--- config.mk ---
export PLATFORM = sky130hd
export DESIGN_NAME = alu_op_sequencer_flat
export DESIGN_NICKNAME = d
export VERILOG_FILES = /design/src/rtl/alu_op_sequencer_if.sv /design/src/rtl/alu_op_sequencer.sv /design/src/flat_wrapper.sv
export SDC_FILE = /design/constraint.sdc
export NUM_CORES = 1
export LEC_CHECK = 0
export ABC_CLOCK_PERIOD_IN_PS = 3100
export BUFFER_PORTS_ARGS = -buffer_cell sky130_fd_sc_hd__buf_2
export CAP_MARGIN = 20
export CORE_MARGIN = 10
export CORE_UTILIZATION = 50
export DETAILED_ROUTE_END_ITERATION = 8
export GPL_TIMING_DRIVEN = 1
export PLACE_DENSITY = 0.85
export SLEW_MARGIN = 20
export SYNTH_ARGS = -nofsm -noshare
export SYNTH_HDL_FRONTEND = slang
export SYNTH_SLANG_ARGS = --single-unit
--- constraint.sdc ---
create_clock -name CLK -period 3.1 [get_ports CLK]
set_input_delay 0.62 -clock CLK [delete_from_list [all_inputs] [get_ports CLK]]
set_output_delay 0.62 -clock CLK [all_outputs]
set_load 0.01 [all_outputs]
--- src/rtl/alu_op_sequencer_if.sv ---
// Command/response bus between a requester and the ALU op sequencer.
// The requester drives commands and consumes responses (master); the
// sequencer accepts commands and presents responses (slave).
interface alu_op_sequencer_if #(
  parameter int Width = 16
);
  logic             cmd_valid;
  logic             cmd_ready;
  logic [3:0]       cmd_func;
  logic [Width-1:0] cmd_a;
  logic [Width-1:0] cmd_b;
  logic             rsp_valid;
  logic             rsp_ready;
  logic [Width-1:0] rsp_data;
  logic             rsp_carry;
  logic             rsp_err;
  logic [3:0]       rsp_func;

  modport master (
    output cmd_valid, cmd_func, cmd_a, cmd_b, rsp_ready,
    input  cmd_ready, rsp_valid, rsp_data, rsp_carry, rsp_err, rsp_func
  );

  modport slave (
    input  cmd_valid, cmd_func, cmd_a, cmd_b, rsp_ready,
    output cmd_ready, rsp_valid, rsp_data, rsp_carry, rsp_err, rsp_func
  );
endinterface

--- src/rtl/alu_op_sequencer.sv ---
// Sequencer in front of ALU_TOP: accepts one operation at a time, drives the
// ALU operand/opcode registers, waits out the ALU latency, captures the result
// of the unit addressed by the opcode and returns it over a valid/ready port.
// Divide-by-zero is answered locally without touching the ALU.
module alu_op_sequencer #(
  parameter int Width   = 16,
  parameter int ALU_LAT = 1,
  parameter int CNT_W   = 16
) (
  input  logic             CLK,
  input  logic             RST,
  alu_op_sequencer_if.slave bus,
  output logic             busy,
  output logic [CNT_W-1:0] op_count,
  output logic [Width-1:0] alu_a,
  output logic [Width-1:0] alu_b,
  output logic [3:0]       alu_func,
  input  logic [Width-1:0] Arith_OUT,
  input  logic [Width-1:0] Logic_OUT,
  input  logic [Width-1:0] CMP_OUT,
  input  logic [Width-1:0] SHIFT_OUT,
  input  logic             Carry_OUT,
  input  logic             Arith_Flag,
  input  logic             Logic_Flag,
  input  logic             CMP_Flag,
  input  logic             SHIFT_Flag
);

  localparam int CtrW = $clog2(ALU_LAT + 1);

  typedef enum logic [1:0] {IDLE, WAIT, RESP} state_t;

  state_t           state;
  state_t           state_next;
  logic [CtrW-1:0]  wait_cnt;
  logic             accept;
  logic             div_zero;
  logic             capture;
  logic             handshake;
  logic [Width-1:0] sel_data;
  logic             sel_carry;
  logic             sel_flag;

  // State register; reset drops any in-flight command.
  always_ff @(posedge CLK) begin
    if (RST) state <= IDLE;
    else     state <= state_next;
  end

  // Next-state logic plus the accept/capture/handshake events it implies.
  always_comb begin
    state_next = state;
    accept     = 1'b0;
    capture    = 1'b0;
    handshake  = 1'b0;
    div_zero   = (bus.cmd_func == 4'd3) && (bus.cmd_b == '0);
    case (state)
      IDLE: begin
        if (bus.cmd_valid) begin
          accept     = 1'b1;
          state_next = div_zero ? RESP : WAIT;
        end
      end
      WAIT: begin
        if (wait_cnt == '0) begin
          capture    = 1'b1;
          state_next = RESP;
        end
      end
      RESP: begin
        if (bus.rsp_ready) begin
          handshake  = 1'b1;
          state_next = IDLE;
        end
      end
      default: state_next = IDLE;
    endcase
  end

  // Handshake outputs are pure state decodes, so no input-to-output paths.
  always_comb begin
    bus.cmd_ready = (state == IDLE);
    bus.rsp_valid = (state == RESP);
    busy          = (state != IDLE);
  end

  // Pick the unit addressed by the opcode's top two bits; carry only from Arith.
  always_comb begin
    sel_data  = Arith_OUT;
    sel_carry = 1'b0;
    sel_flag  = Arith_Flag;
    case (alu_func[3:2])
      2'b00: begin sel_data = Arith_OUT; sel_carry = Carry_OUT; sel_flag = Arith_Flag; end
      2'b01: begin sel_data = Logic_OUT; sel_flag = Logic_Flag; end
      2'b10: begin sel_data = CMP_OUT;   sel_flag = CMP_Flag;   end
      2'b11: begin sel_data = SHIFT_OUT; sel_flag = SHIFT_Flag; end
      default: begin sel_data = Arith_OUT; sel_flag = Arith_Flag; end
    endcase
  end

  // Datapath: ALU drive registers, latency counter, response fields, op counter.
  always_ff @(posedge CLK) begin
    if (RST) begin
      alu_a         <= '0;
      alu_b         <= '0;
      alu_func      <= '0;
      wait_cnt      <= '0;
      bus.rsp_data  <= '0;
      bus.rsp_carry <= 1'b0;
      bus.rsp_err   <= 1'b0;
      bus.rsp_func  <= '0;
      op_count      <= '0;
    end else begin
      if (accept) begin
        if (div_zero) begin
          bus.rsp_data  <= '0;
          bus.rsp_carry <= 1'b0;
          bus.rsp_err   <= 1'b1;
          bus.rsp_func  <= 4'd3;
        end else begin
          alu_a    <= bus.cmd_a;
          alu_b    <= bus.cmd_b;
          alu_func <= bus.cmd_func;
          wait_cnt <= CtrW'(ALU_LAT);
        end
      end
      if ((state == WAIT) && (wait_cnt != '0)) begin
        wait_cnt <= wait_cnt - CtrW'(1);
      end
      if (capture) begin
        bus.rsp_data  <= sel_data;
        bus.rsp_carry <= sel_carry;
        bus.rsp_err   <= ~sel_flag;
        bus.rsp_func  <= alu_func;
      end
      if (handshake) begin
        op_count <= op_count + CNT_W'(1);
      end
    end
  end

endmodule

--- src/flat_wrapper.sv ---
// flat-port wrapper written by rule: the top's interface ports become plain ports
module alu_op_sequencer_flat 
#(
  parameter int Width   = 16,
  parameter int ALU_LAT = 1,
  parameter int CNT_W   = 16
)
  (CLK, RST, busy, op_count, alu_a, alu_b, alu_func, Arith_OUT, Logic_OUT, CMP_OUT, SHIFT_OUT, Carry_OUT, Arith_Flag, Logic_Flag, CMP_Flag, SHIFT_Flag, bus_cmd_valid, bus_cmd_func, bus_cmd_a, bus_cmd_b, bus_rsp_ready, bus_cmd_ready, bus_rsp_valid, bus_rsp_data, bus_rsp_carry, bus_rsp_err, bus_rsp_func);
  alu_op_sequencer_if #(.Width(Width)) bus_i ();
  input  logic CLK;
  input  logic RST;
  output logic busy;
  output logic [CNT_W-1:0] op_count;
  output logic [Width-1:0] alu_a;
  output logic [Width-1:0] alu_b;
  output logic [3:0] alu_func;
  input  logic [Width-1:0] Arith_OUT;
  input  logic [Width-1:0] Logic_OUT;
  input  logic [Width-1:0] CMP_OUT;
  input  logic [Width-1:0] SHIFT_OUT;
  input  logic Carry_OUT;
  input  logic Arith_Flag;
  input  logic Logic_Flag;
  input  logic CMP_Flag;
  input  logic SHIFT_Flag;
  input wire logic [$bits(bus_i.cmd_valid)-1:0] bus_cmd_valid;
  input wire logic [$bits(bus_i.cmd_func)-1:0] bus_cmd_func;
  input wire logic [$bits(bus_i.cmd_a)-1:0] bus_cmd_a;
  input wire logic [$bits(bus_i.cmd_b)-1:0] bus_cmd_b;
  input wire logic [$bits(bus_i.rsp_ready)-1:0] bus_rsp_ready;
  output wire logic [$bits(bus_i.cmd_ready)-1:0] bus_cmd_ready;
  output wire logic [$bits(bus_i.rsp_valid)-1:0] bus_rsp_valid;
  output wire logic [$bits(bus_i.rsp_data)-1:0] bus_rsp_data;
  output wire logic [$bits(bus_i.rsp_carry)-1:0] bus_rsp_carry;
  output wire logic [$bits(bus_i.rsp_err)-1:0] bus_rsp_err;
  output wire logic [$bits(bus_i.rsp_func)-1:0] bus_rsp_func;
  assign bus_i.cmd_valid = bus_cmd_valid;
  assign bus_i.cmd_func = bus_cmd_func;
  assign bus_i.cmd_a = bus_cmd_a;
  assign bus_i.cmd_b = bus_cmd_b;
  assign bus_i.rsp_ready = bus_rsp_ready;
  assign bus_cmd_ready = bus_i.cmd_ready;
  assign bus_rsp_valid = bus_i.rsp_valid;
  assign bus_rsp_data = bus_i.rsp_data;
  assign bus_rsp_carry = bus_i.rsp_carry;
  assign bus_rsp_err = bus_i.rsp_err;
  assign bus_rsp_func = bus_i.rsp_func;
  alu_op_sequencer #(.Width(Width), .ALU_LAT(ALU_LAT), .CNT_W(CNT_W)) u_core (.CLK(CLK), .RST(RST), .bus(bus_i), .busy(busy), .op_count(op_count), .alu_a(alu_a), .alu_b(alu_b), .alu_func(alu_func), .Arith_OUT(Arith_OUT), .Logic_OUT(Logic_OUT), .CMP_OUT(CMP_OUT), .SHIFT_OUT(SHIFT_OUT), .Carry_OUT(Carry_OUT), .Arith_Flag(Arith_Flag), .Logic_Flag(Logic_Flag), .CMP_Flag(CMP_Flag), .SHIFT_Flag(SHIFT_Flag));
endmodule
==> impl_results.md, run 1 <==
* Synth async-reset ratio at 0
* Setup CP Type: flop to output pin
* Slowest stage cell, crit path: dfxtp_1
* Fmax achieved at between 0.4 and 0.5 GHz
* Leading post-synthesis cells by cell area: dfxtp_1, mux4_2, nand3_1
* Seq cells post-synth at a little under 80
* Syn nets at between 500 and 600
* XOR/XNOR Fraction of Synth Area at 0.0221
* Compound-Gate Fraction of Synth Area at 0.160
* Core Area at 7730 µm²
* Largest net degree at the start of global routing at 58
* Post-Synth Simple-Gate Area at 0.274
* MaxCap Viol Count at 0
* Syn Area/Cell at 8.70 µm²
* Fin crit share at 0.700
* Rel. slew slack at 0.379
* Post-Synth Adder-Cell Area at 0.00316
* Io pins at 186
* Post-CTS Setup Bufs at 0
* Initial antenna violation count at 0
* Clk_lat worst skew at around 330 ps
* Hold Fails Final Rpt at 0
* Top Family by Delay on Critical Path: flip-flops
* CTS Root Cell: clkbuf_8
* Critical path data required time at 2480 ps
* Worst Hold Class: flop to flop
* Status: finished clean
* Die width at ~110 µm
* Synth area leader: dfxtp_1
* Worst path buffer plus inverter count at 1
* Crit path DAT at between 1500 and 2000 ps
* Die Area at 11900 µm²
* H-tree depth at 3
* Unique masters post-synth at 47
* Worst setup margin at between 900 and 1000 ps
* Pre-CTS WS at about 630 ps
* Drt first pass iters at 5
* Post-Route Setup TNS at 0 ps
* Die Span Y at 109 µm
* Slew @ Worst Pin at around 930 ps
* Global Route Usage Sum at 0.208
* Crit-path max cell delay at about 940 ps
* Rows at 32
* Layout cells sized above 1 at 0.380
* Final net count at between 700 and 800
* Multiplexer share of the synthesized area at 0.102
* Post-synth EDFFs at 0
* I/O Buffers at around 190
* Dominant synthesized flop cell: dfxtp_1
* Antenna diodes at 0
* Pins over their slew limit at 0
* Largest family of logic cells by synthesized area: simple AND/OR/NAND/NOR gates
* Ys Warns at 0
* CTS tree: yes
* Initial core utilization at 0.512
* Vias in the first global route at roughly 4100
* CP Capture Type: output pin
* Vias at slightly above 4000
* Synthesized area at a little under 4000 µm²
* Leakage power at about 2.3 nW
* HPWL Detailed at 9860 µm
* # resized after CTS at 0
* Final ANT Viol Nets at 0
* 1st-iter DRT viols at 242
* Sequential element share of the synthesized area at 0.390
* Met3 usage at 0.0560
* Total wire length at between 10000 and 15000 µm
* WL/cell at roughly 18 µm
* Most instantiated cells after synthesis: dfxtp_1, nor2_1, nand3_1, nand2_1, a21oi_1
* Yosys top cell area share at 0.390
* Final critical-path required period at ~2200 ps
* Clk pin slew, worst setup/hold paths at around 80 ps
* Final setup fails at 0
* First-pass GRT wire length at 20300 µm
* Cells along the critical path: buf_2
* Grt peak-use layer: met2
* Gpl congestion at 0.851
* Most common cell in the netlist: dfxtp_1
* Clock skew at between 6 and 7 ps
* CTS sink count at 77
* GR Util met2 at 0.354
* Power density over the cells at about 460 nW/µm²
* Final total power at 2.34 mW
* Synth Instances at approximately 460
* CTS buffer count at 9
* Clk buf depth at 2
* CP Max Fanout at 21
* # hold bufs at CTS at 0
* Vias per cell at 5.67
* Startpoint Class: flop
* Grt ovf at 0
* Residual DRC at 0
* Area delta synth->final at 28.9%
* Unrepaired setup endpoints after global routing: no
* Worst IR Drop VDD at approximately 0.00027 V
* Met1 Track Usage GR at 0.253
-- power breakdown --
part           internal (mW)  switching [mW]
clock network          0.371           0.367
logic                  0.227           0.252
registers               1.06          0.0571
total                   1.66           0.677
-- metal layers --
layer  up-vias  routed length [µm]
li1       2012                   -
met1      1984                5160
met2       140                6960
met3         8                 883
met4         0                  99
met5         -                   0
-- cell type report --
| type | instances | area [µm²] |
|---|---|---|
| Fill cell | 644 | 2630 |
| Clock buffer | 10 | 128 |
| Timing Repair Buffer | 195 | 1000 |
| Sequential cell | 77 | 1540 |
| Multi-Input combinational cell | 338 | 2230 |
| Tap cell | 102 | 128 |
| Clock inverter | 6 | 63.8 |
| Inverter | 3 | 11.3 |
-- worst paths after layout --
kind	slack, ps	start	end	depth (start not counted)
setup / recovery	930	u_core.alu_func[3]	alu_func[3]	1
hold / removal	470	u_core.bus.rsp_data[5]	u_core.bus.rsp_data[5]	2
setup reg to reg	1150	u_core.op_count[1]	u_core.op_count[14]	5
hold reg to reg	470	u_core.bus.rsp_data[5]	u_core.bus.rsp_data[5]	2
-- cell usage in the layout, fill, tap and decap left out, types with 10 or more instances in the layout --
cell | Yosys | final
buf_2 | 6 | 185
dfxtp_1 | 77 | 77
nor2_1 | 53 | 53
nand3_1 | 41 | 41
nand2_1 | 40 | 40
a21oi_1 | 37 | 37
and3_1 | 21 | 21
o21ai_0 | 20 | 20
nand2b_1 | 19 | 19
mux4_2 | 17 | 17
a211oi_1 | 14 | 14
o311ai_1 | 10 | 10
buf_4 | 3 | 10
-- sequential cells by signal, summed over array words and instances, names as in the netlist --
signal / flops
u_core.bus.rsp_data: 16
u_core.bus.rsp_carry: 1
u_core.wait_cnt: 1
u_core.alu_a: 16
u_core.alu_func: 4
u_core.bus.rsp_func: 4
u_core.state: 2
u_core.bus.rsp_err: 1
u_core.alu_b: 16
u_core.op_count: 16
-- per-stage QoR --
| step | hold slack, ps | std cells | instance area [µm²] | utilization |
|---|---|---|---|---|
| floorplan | 491 | 455 | 3960 | - |
| global placement | 453 | 715 | 4910 | 0.635 |
| detailed placement | 464 | 715 | 4910 | 0.635 |
| CTS | 474 | 731 | 5100 | 0.660 |
| global route | 489 | 731 | 5100 | 0.660 |
| finish | 474 | 731 | 5100 | 0.660 |
-- cell families (layout without fill, tap and decap cells) --
group / count (synthesis) / after routing
mux: 19 / 19
buf+inv: 40 / 214
simple gates: 211 / 211
fa+ha+maj: 1 / 1
flops: 77 / 77
compound gates: 97 / 97
xor+xnor: 10 / 10
(Power assumes the default switching activity.)
==> run 2, diff against run 1 <==
--- a/config.mk
+++ b/config.mk
@@ -5,14 +5,14 @@
 export SDC_FILE = /design/constraint.sdc
 export NUM_CORES = 1
 export LEC_CHECK = 0
-export ABC_CLOCK_PERIOD_IN_PS = 3100
+export ABC_CLOCK_PERIOD_IN_PS = 2000
 export BUFFER_PORTS_ARGS = -buffer_cell sky130_fd_sc_hd__buf_2
 export CAP_MARGIN = 20
 export CORE_MARGIN = 10
-export CORE_UTILIZATION = 50
+export CORE_UTILIZATION = 47
 export DETAILED_ROUTE_END_ITERATION = 8
 export GPL_TIMING_DRIVEN = 1
-export PLACE_DENSITY = 0.85
+export PLACE_DENSITY = 0.81
 export SLEW_MARGIN = 20
 export SYNTH_ARGS = -nofsm -noshare
 export SYNTH_HDL_FRONTEND = slang
==> constraint.sdc (replaced) <==
create_clock -name CLK -period 2 [get_ports CLK]
set_input_delay 0.4 -clock CLK [delete_from_list [all_inputs] [get_ports CLK]]
set_output_delay 0.4 -clock CLK [all_outputs]
set_load 0.01 [all_outputs]
==> impl_results.md, run 2 (synthesis results as in run 1) <==
* Hold Fails Final Rpt at 0 (unchanged)
* Final critical-path required period at 1770 ps
* Register-to-register setup slack at 230 ps (was 1150 ps)
* Worst IR Drop VDD at 0.000424 V (was 0.000274 V)
* 1st-iter DRT viols at 313 (was 242)
* Clk pin slew, worst setup/hold paths at 80 ps (about the same)
* Startpoint Class: flop (unchanged)
* Worst reg2reg path endpoint: u_core.op_count[14] (unchanged)
* Reg2Reg Launch Point: u_core.state[0] (was u_core.op_count[1])
* Antenna diodes at 0 (unchanged)
* Fin crit share at 0.883
* Leakage power at 2.40 nW (was 2.29 nW)
* I/O Buffers at 185 (unchanged)
* Final setup fails at 0 (unchanged)
* Rel. slew slack at 0.581 (was 0.379)
* Clock skew at 11.3 ps (was 6.76 ps)
* Total wire length at 13500 µm (was 13100 µm)
* Final net count at 754 (was 734)
* Largest net degree at the start of global routing at 37 (was 58)
* Pint at 2.59 mW (was 1.66 mW)
* Vias at 4280 (was 4144)
* Most frequent cells in the layout: buf_2, dfxtp_1, nor2_1, nand3_1, nand2_1 (unchanged)
* Layout cells sized above 1 at 0.401 (was 0.380)
* Fmax achieved at approximately 0.57 GHz
* Grt peak-use layer: met2 (unchanged)
* Final instance area at 5290 µm² (was 5100 µm²)
* Hold Path Stages at 3 (was 2)
* # resized after CTS at 0 (unchanged)
* Drt first pass iters at 4 (was 5)
* Switching Fraction at 0.294 (was 0.290)
* CTS Root Cell: clkbuf_8 (unchanged)
* Setup CP Type: flop to flop (was flop to output pin)
* Die Area at 12500 µm² (was 11900 µm²)
* Status: finished clean (unchanged)
* Die Span Y at 112 µm (was 109 µm)
* Pre-CTS WS at -98.1 ps (was 634 ps)
* FILL cells at 721 (was 644)
* Slew @ Worst Pin at 627 ps (was 930 ps)
* Rows at 33 (was 32)
* HPWL Detailed at 10400 µm (was 9860 µm)
* Clock Power Share at 0.320 (was 0.316)
* Power density over the cells at 695 nW/µm² (was 458 nW/µm²)
* Unrepaired setup endpoints after global routing: no (unchanged)
* Global Route Usage Sum at 0.198 (was 0.208)
* Clk_lat worst skew at 340 ps (was 330 ps)
* Vias per cell at 5.68 (was 5.67)
* Grt ovf at 0 (unchanged)
* First-pass GRT wire length at 21200 µm (was 20300 µm)
* Die width at 112 µm (was 109 µm)
* Gpl congestion at 0.898 (was 0.851)
* Pins over their slew limit at 0 (unchanged)
* Seq. cell area at 1540 µm² (unchanged)
* CTS tree: yes (unchanged)
* # hold bufs at CTS at 0 (unchanged)
* Initial core utilization at 0.481 (was 0.512)
* WL/cell at 17.8 µm (was 17.9 µm)
* Residual DRC at 0 (unchanged)
* Worst Hold End: u_core.alu_b[12] (was u_core.bus.rsp_data[5])
* Crit path DAT at 2040 ps (was 1550 ps)
* Core Area at 8220 µm² (was 7730 µm²)
* Reg power frac at 0.467 (was 0.479)
* Met1 Track Usage GR at 0.231 (was 0.253)
* Final hold slack at 300 ps (was 474 ps)
* Critical path data required time at 2270 ps (was 2480 ps)
* Worst Hold Class: input pin to flop (was flop to flop)
* GR Util met2 at 0.341 (was 0.354)
* Crit path from: u_core.state[0] (was u_core.alu_func[3])
* CTS buffer count at 9 (unchanged)
* Met3 usage at 0.0521 (was 0.0560)
* Clk buf depth at 2 (unchanged)
* CP Capture Type: flop (was output pin)
* MaxCap Viol Count at 0 (unchanged)
* Vias in the first global route at 4349 (was 4069)
* Post-CTS Setup Bufs at 0 (unchanged)
* Hold path start: bus_cmd_b[12] (was u_core.bus.rsp_data[5])
* Cell Area, Placed at 5090 µm² (was 4910 µm²)
* Worst setup margin at 233 ps (was 929 ps)
* Final ANT Viol Nets at 0 (unchanged)
* Psw at 1.08 mW (was 0.677 mW)
* CTS sink count at 77 (unchanged)
* Comb pwr share at 0.213 (was 0.205)
* Initial antenna violation count at 0 (unchanged)
* H-tree depth at 3 (unchanged)
* Io pins at 186 (unchanged)
* CP Max Fanout at 8 (was 21)
* Cell depth of the worst flop-to-flop path at 4 (was 5)
* Multi-input gate area at 2230 µm² (unchanged)
* Most common cell after layout, fill and taps aside: buf_2 (unchanged)
* Area delta synth->final at 33.7% (was 28.9%)
## run 2: cell count changes in the layout (fill, tap and decap cells not counted), sizes merged
cell / change
buf: +20
clkbuf: -1
clkinv: +1
## run 2: layer usage
metal | share of wire | up-vias
met4 | 0.025 | 0
met3 | 0.064 | 29
met1 | 0.39 | 2053
met2 | 0.52 | 152
met5 | 0 | -
li1 | - | 2046
## run 2: power by group through the flow
stage / clock, mW / sequential (mW) / combinational, mW
5_1_grt: 1.26 / 1.73 / 0.853
2_1_floorplan: 0 / 1.79 / 0.384
4_1_cts: 1.20 / 1.72 / 0.785
3_5_place_dp: 0 / 1.75 / 0.783
3_3_place_gp: 0 / 1.75 / 0.753
6_report: 1.17 / 1.72 / 0.783
## run 2: worst max-delay path by stage
stage	endpoint	slack, ps	depth (start not counted)
floorplan	u_core.op_count[14]	140	5
global placement	u_core.alu_a[15]	-10	5
detailed placement	u_core.alu_a[3]	-100	5
CTS	u_core.op_count[14]	230	5
global route	u_core.op_count[14]	160	5
finish	u_core.op_count[14]	230	4
## run 2: area by class of cell
class / count / share of cell area
timing repair buffer: 215 / 0.222
sequential: 77 / 0.291
clock buffer: 9 / 0.0234
clock inverter: 7 / 0.0144
inverter: 3 / 0.00213
tap: 105 / 0.0248
multi-input combinational: 338 / 0.421
## run 2: metrics by stage
stage	cells	utilization	setup TNS [ps]	total power [mW]
3_3_place_gp	738	0.619	-92.6	2.50
6_report	754	0.644	0	3.68
4_1_cts	754	0.644	0	3.70
5_1_grt	754	0.644	0	3.85
3_5_place_dp	738	0.619	-288	2.53
2_1_floorplan	455	-	0	2.18
## run 2: worst max-delay path: stages (launching register included)
cell and delay (ps):
dfxtp_1 410, nand3b_4 220, or3_4 410, or4_1 500, a21oi_1 160
